===== src/rtl/cotm32_pkg.sv =====
// Shared LSU/data-memory types and helpers.
package cotm32_pkg;

  localparam int BYTE_WIDTH = 8;

  // Access type from the load-store unit; unlisted encodings mean "no access".
  typedef enum logic [3:0] {
    LSU_NONE    = 4'd0,
    LSU_LOAD_B  = 4'd1,
    LSU_LOAD_H  = 4'd2,
    LSU_LOAD_W  = 4'd3,
    LSU_LOAD_BU = 4'd4,
    LSU_LOAD_HU = 4'd5,
    LSU_STORE_B = 4'd6,
    LSU_STORE_H = 4'd7,
    LSU_STORE_W = 4'd8
  } lsu_ls_t;

  typedef enum logic [1:0] {IDLE, REQ, RESP, DONE} dmem_state_t;

  // Byte count of an access; 0 for anything that is not a memory op.
  function automatic logic [2:0] lsu_size(lsu_ls_t op);
    case (op)
      LSU_LOAD_B, LSU_LOAD_BU, LSU_STORE_B: return 3'd1;
      LSU_LOAD_H, LSU_LOAD_HU, LSU_STORE_H: return 3'd2;
      LSU_LOAD_W, LSU_STORE_W:              return 3'd4;
      default:                              return 3'd0;
    endcase
  endfunction

  function automatic logic lsu_is_load(lsu_ls_t op);
    return op inside {LSU_LOAD_B, LSU_LOAD_H, LSU_LOAD_W, LSU_LOAD_BU, LSU_LOAD_HU};
  endfunction

endpackage


===== src/rtl/dmem_align.sv =====
// Byte-lane shifter: moves store data/strobes up into the addressed lanes,
// moves read data down to lane 0, and flags size/offset misalignment.
module dmem_align
  import cotm32_pkg::*;
#(
  parameter int DATA_WIDTH = 32
) (
  input  logic [1:0]              off,
  input  logic [2:0]              size,
  input  logic [DATA_WIDTH-1:0]   wdata,
  input  logic [DATA_WIDTH/8-1:0] wstrb,
  input  logic [DATA_WIDTH-1:0]   rdata,
  output logic [DATA_WIDTH-1:0]   wdata_sh,
  output logic [DATA_WIDTH/8-1:0] wstrb_sh,
  output logic [DATA_WIDTH-1:0]   rdata_sh,
  output logic                    misaligned
);

  assign wdata_sh   = wdata << {off, 3'b000};
  assign wstrb_sh   = wstrb << off;
  assign rdata_sh   = rdata >> {off, 3'b000};
  assign misaligned = (size == 3'd2 && off[0]) || (size == 3'd4 && off != 2'd0);

endmodule


===== src/rtl/dmem_ctrl.sv =====
// Data-memory bus controller: one LSU access at a time over a valid/ready
// request channel plus a read-response channel, with a bus timeout.
module dmem_ctrl
  import cotm32_pkg::*;
#(
  parameter int DATA_WIDTH     = 32,
  parameter int ADDR_WIDTH     = 32,
  parameter int TIMEOUT_CYCLES = 16
) (
  input  logic                    i_clk,
  input  logic                    i_rst,
  input  logic                    i_req,
  input  lsu_ls_t                 i_op,
  input  logic [ADDR_WIDTH-1:0]   i_addr,
  input  logic [DATA_WIDTH-1:0]   i_wdata,
  input  logic [DATA_WIDTH/8-1:0] i_wstrb,
  input  logic                    i_we,
  output logic [DATA_WIDTH-1:0]   o_rdata,
  output logic                    o_done,
  output logic                    o_stall,
  output logic                    o_fault_misaligned,
  output logic                    o_fault_bus,
  output logic                    o_mem_valid,
  input  logic                    i_mem_ready,
  output logic [ADDR_WIDTH-1:0]   o_mem_addr,
  output logic [DATA_WIDTH-1:0]   o_mem_wdata,
  output logic [DATA_WIDTH/8-1:0] o_mem_wstrb,
  output logic                    o_mem_we,
  input  logic                    i_mem_rvalid,
  input  logic [DATA_WIDTH-1:0]   i_mem_rdata
);

  localparam int SW = DATA_WIDTH / BYTE_WIDTH;
  localparam int CW = (TIMEOUT_CYCLES < 2) ? 1 : $clog2(TIMEOUT_CYCLES + 1);
  localparam logic [CW-1:0] TO_LAST = (TIMEOUT_CYCLES == 0) ? '0 : CW'(TIMEOUT_CYCLES - 1);

  dmem_state_t     state_q;
  logic [CW-1:0]   cnt_q;
  logic [1:0]      off_q;
  logic            load_q;
  logic            fault_bus_q;

  logic [2:0]            size;
  logic                  is_load;
  logic [1:0]            off;
  logic [DATA_WIDTH-1:0] wdata_sh;
  logic [DATA_WIDTH-1:0] rdata_sh;
  logic [SW-1:0]         wstrb_sh;
  logic                  misaligned;
  logic                  idle_req;
  logic                  accept;
  logic                  timeout_hit;

  assign size    = lsu_size(i_op);
  assign is_load = lsu_is_load(i_op);

  // The shifter sees the live offset while accepting and the latched one
  // while a load response is pending, so one instance serves both paths.
  assign off = (state_q == IDLE) ? i_addr[1:0] : off_q;

  dmem_align #(.DATA_WIDTH(DATA_WIDTH)) u_align (
    .off        (off),
    .size       (size),
    .wdata      (i_wdata),
    .wstrb      (is_load ? '0 : i_wstrb),
    .rdata      (i_mem_rdata),
    .wdata_sh   (wdata_sh),
    .wstrb_sh   (wstrb_sh),
    .rdata_sh   (rdata_sh),
    .misaligned (misaligned)
  );

  assign idle_req    = i_req && (state_q == IDLE) && (size != 3'd0);
  assign accept      = idle_req && !misaligned;
  assign timeout_hit = (TIMEOUT_CYCLES != 0) && (cnt_q >= TO_LAST);

  // Misaligned and non-access requests retire immediately from IDLE.
  assign o_done = (state_q == DONE) ||
                  (i_req && (state_q == IDLE) && (size == 3'd0 || misaligned));
  assign o_fault_misaligned = idle_req && misaligned;
  assign o_fault_bus        = fault_bus_q;
  assign o_stall            = i_req && !o_done;

  // Access FSM with timeout counter; progress on the bus wins over timeout.
  always_ff @(posedge i_clk) begin
    if (i_rst) begin
      state_q     <= IDLE;
      cnt_q       <= '0;
      off_q       <= '0;
      load_q      <= 1'b0;
      fault_bus_q <= 1'b0;
      o_rdata     <= '0;
      o_mem_valid <= 1'b0;
      o_mem_addr  <= '0;
      o_mem_wdata <= '0;
      o_mem_wstrb <= '0;
      o_mem_we    <= 1'b0;
    end else begin
      fault_bus_q <= 1'b0;
      case (state_q)
        IDLE: begin
          if (accept) begin
            off_q       <= i_addr[1:0];
            load_q      <= is_load;
            cnt_q       <= '0;
            o_mem_valid <= 1'b1;
            o_mem_addr  <= {i_addr[ADDR_WIDTH-1:2], 2'b00};
            o_mem_wdata <= wdata_sh;
            o_mem_wstrb <= wstrb_sh;
            o_mem_we    <= i_we;
            state_q     <= REQ;
          end
        end
        REQ: begin
          if (i_mem_ready) begin
            o_mem_valid <= 1'b0;
            cnt_q       <= cnt_q + CW'(1);
            state_q     <= load_q ? RESP : DONE;
          end else if (timeout_hit) begin
            o_mem_valid <= 1'b0;
            o_rdata     <= '0;
            fault_bus_q <= 1'b1;
            state_q     <= DONE;
          end else begin
            cnt_q <= cnt_q + CW'(1);
          end
        end
        RESP: begin
          if (i_mem_rvalid) begin
            o_rdata <= rdata_sh;
            state_q <= DONE;
          end else if (timeout_hit) begin
            o_rdata     <= '0;
            fault_bus_q <= 1'b1;
            state_q     <= DONE;
          end else begin
            cnt_q <= cnt_q + CW'(1);
          end
        end
        DONE:    state_q <= IDLE;
        default: state_q <= IDLE;
      endcase
    end
  end

endmodule

===== config.mk =====
export PLATFORM = sky130hd
export DESIGN_NAME = dmem_ctrl
export DESIGN_NICKNAME = d
export VERILOG_FILES = /design/src/rtl/cotm32_pkg.sv /design/src/rtl/dmem_align.sv /design/src/rtl/dmem_ctrl.sv
export SDC_FILE = /design/constraint.sdc
export NUM_CORES = 1
export LEC_CHECK = 0
export CORE_MARGIN = 4
export CORE_UTILIZATION = 43
export DETAILED_ROUTE_END_ITERATION = 6
export HOLD_SLACK_MARGIN = 0.08
export PLACE_DENSITY = 0.8
export SYNTH_ARGS = -nofsm -noshare
export SYNTH_HDL_FRONTEND = slang
export SYNTH_SLANG_ARGS = --single-unit

===== constraint.sdc =====
create_clock -name i_clk -period 3.3 [get_ports i_clk]
set_clock_uncertainty 0.15 [all_clocks]
set_input_delay 0.495 -clock i_clk [delete_from_list [all_inputs] [get_ports i_clk]]
set_output_delay 0.495 -clock i_clk [all_outputs]
set_load 0.01 [all_outputs]

==> impl_metrics.ini <==
[power]
internal_power_mw = 2.84
peakVddDrop_mv = 0.312
leakage_nw = 2.93
switching_share_pct = 36.8
cellPowerDensity_nw_per_um2 = 573
seq_power_share_pct = 34.9
share_clk_of_total_power_pct = 23.5
p_switching_mw = 1.65
power.share.combinational_pct = 41.6

[synthesis]
netlist.area_leader.share_pct = 42.4
ys_dominant_reg_cell = dfxtp_1
postSynth.asyncResetShare_pct = 0
synthMostInstantiatedCell = nand2_1
yosys-top-cells-area = dfxtp_1 (42%), nand2_1 (14%), a21oi_1 (9.4%)
yosysTopAreaCell = dfxtp_1
count_of_flip_flops_with_a_built_in_enable_after_synthesis = 0
post_synthesis_instance_total = 704
synth-seq-cells = 111
synth.area.mux_share_pct = 4.77
yosys.area_share.xor_xnor_pct = 0.167
most_numerous_cell_types_in_the_synthesized_netlist = nand2_1 (197), dfxtp_1 (111), a21oi_1 (98)
synth-compound-area-share_pct = 18.9
dominant_combinational_cell_family_by_area_after_synthesis = simple AND/OR/NAND/NOR gates
post_synth_fa_ha_maj_area_fraction_pct = 1.43
synth-simple-area-share_pct = 26.8
netlist_area_um2 = 5240
synth.lib_cells_used.distinct = 50
synth-warning-count = 0
seq_area_frac_synth_pct = 42.4
postSynthAreaPerCell_um2 = 7.44

[detailed_routing]
wl_met1_um = 7530
routed.top_layer = met4
routed_wirelength_um = 17700
num_vias = 5626
post_drt_via_cell_ratio = 5.37
wire_per_inst_um = 16.9
drc_errors = 0
total_met3_wirelength_after_detailed_routing_um = 1550
drtAntennaViolNets = 0
met2WireLength_um = 7930
detail_route.iter0.violations = 379
firstDrtPassIters = 5

[floorplanning]
initial_utilization_pct = 43.8
die_x_um = 118
die_h_um = 118
die_ar_um2 = 14000
core_region_area_um2 = 12000
floorplan.rows = 40
num_io_pins = 216

[critical_path]
critical_path.max_fanout = 4
worst-setup-path-type = reg -> out
cp_num_buf_inv = 2
crit_path_max_incr_delay_ps = 480
cp_slowest_cell = clkdlybuf4s50_1
crit_path_cell_trace = inv_1 -> ha_2 -> mux2_2 -> a21boi_1 -> o21ai_0 -> a21oi_1 -> a21oi_1 -> a31o_2 -> clkdlybuf4s50_1
crit_top_cell = a21oi_1
critPathLaunchType = flip-flop
timing.critical_path.required_ps = 2650
worst_path_dominant_cell_family = compound AO/OA/AOI/OAI gates
worst_setup_path_end_kind = output port
endpoint_arrival_time_on_the_critical_path_ps = 2530

[cts]
cts.reportedPaths.clkPinSlew_ps = 80
cts_made_buffers = 9
cts_max_level = 3
clkLatencyLatePin_ps = 350
post_cts_resized = 0
holdBufCountCts = 0
cts_sink_count = 111
clockBufferDepth = 2
cts_tree = built
clock-root-buffer = clkbuf_16
cts.repair_timing.setup_buffer_count = 0

[placed_design]
place_area_um2 = 7540
place_congestion = 0.886
hpwl_um = 12400
io_buffers = 213

[finish]
fin_area_um2 = 7830
num-nets-final = 1011
final_util_pct = 65.5
post_route_cells_drive_above_1_share_pct = 6.11
num_antenna_cells = 0
area_growth_pct = 49.4

[sta]
worst_pin_slew_ps = 786
rsz_0062_raised_after_global_routing = no
slew_headroom_pct = 47.6
finalCriticalPeriod_ps = 3180
finalSetupTns_ps = 0
timing.final.hold_violations = 0
maxSlewViolCount = 0
maximum_clock_frequency_mhz = 315
timing.final.crit_share_pct = 96.3
final-setup-viol-count = 0

[global_routing]
antenna_found_initial = 0
grt_max_degree = 71
grt_pass1_vias = 5297
grt.overflow.total = 0
globalRouteTotalUtil_pct = 24.4
wire_length_of_the_first_global_routing_pass_um = 27800

[hold_path]
hold_class = reg -> reg

[run]
max_cap_viol_count = 0

[outcome]
outcome = finished, final reports clean
[sequential cells by signal, summed over array words and instances, names as in the netlist]
| register | cells |
|---|---|
| cnt_q | 5 |
| load_q | 1 |
| state_q | 2 |
| off_q | 2 |
| o_rdata | 32 |
| o_mem_wstrb | 4 |
| o_mem_we | 1 |
| o_mem_wdata | 32 |
| o_mem_addr | 30 |
| o_fault_bus | 1 |
| o_mem_valid | 1 |
[metrics by stage]
| step | setup slack (ps) | instances | hold WS [ps] | total power [mW] |
|---|---|---|---|---|
| floorplan | 649 | 705 | 286 | 2.66 |
| global placement | 35.6 | 1031 | 288 | 3.41 |
| detailed placement | 108 | 1031 | 294 | 3.43 |
| CTS | 38.3 | 1047 | 303 | 4.50 |
| global route | 13.4 | 1047 | 322 | 4.75 |
| finish | 121 | 1047 | 298 | 4.49 |
[worst register-to-register path, stage by stage (launching register included)]
cell,delay (ps)
dfxtp_1,340
inv_1,90
ha_2,200
buf_6,190
mux2_4,360
o21ai_2,60
and3_1,210
nand3_2,180
buf_12,240
buf_4,230
a211oi_1,260
nor3_1,70
[routing by layer]
metal  track usage, %  vias to the layer above
met5                0                        -
met4             11.5                        0
met3             6.94                       40
met2             36.9                      239
met1             32.0                     2564
li1                 -                     2783
[area by class of cell]
class / count / area [µm²]
fill: 1046 / 4130
clock inverter: 6 / 52.6
tap: 147 / 184
clock buffer: 10 / 229
timing repair buffer: 236 / 2350
sequential: 111 / 2220
multi-input combinational: 529 / 2760
inverter: 8 / 30.0
[worst paths after layout]
| check | from | to | slack [ps] | depth (start not counted) |
|---|---|---|---|---|
| min | o_mem_wdata[13] | o_mem_wdata[13] | 300 | 2 |
| max | state_q[1] | o_done | 120 | 9 |
| min reg2reg | o_mem_wdata[13] | o_mem_wdata[13] | 300 | 2 |
| max reg2reg | state_q[1] | o_mem_wdata[19] | 620 | 11 |
[power groups by stage]
stage          combinational (mW)  sequential (mW)  clock, mW
2_1_floorplan                1.01             1.65          0
3_3_place_gp                 1.82             1.59          0
3_5_place_dp                 1.84             1.59          0
4_1_cts                      1.85             1.56       1.08
5_1_grt                      2.03             1.58       1.13
6_report                     1.87             1.57       1.06
[cells by family (layout without fill, tap and decap cells)]
kind of cell / Yosys count / in the layout
compound gates: 166 / 166
simple gates: 330 / 330
fa+ha+maj: 6 / 6
xor+xnor: 1 / 1
buf+inv: 65 / 260
other cells: 1 / 2
mux: 24 / 24
flops: 111 / 111
[cells in the final DEF, fill, tap and decap left out, types with 4 or more instances in the layout]
cell type        synthesis  routed
inv_1                    8       7
a22oi_1                 16      16
dfxtp_1                111     110
nor3_1                  12      12
ha_1                     6       5
a32oi_1                  8       8
clkbuf_16                0       9
nor2_1                  50      50
a21oi_1                 98      97
nand2b_1                 8       8
buf_4                    2      20
a211oi_1                 8       8
nand4_1                  4       4
clkdlybuf4s50_1          0     210
mux2i_1                 21      20
nand2_1                197     197
or3_1                    8       8
o21ai_0                 19      19
nand3_1                 36      36
Note: power is estimated with default switching activity, not from simulation.
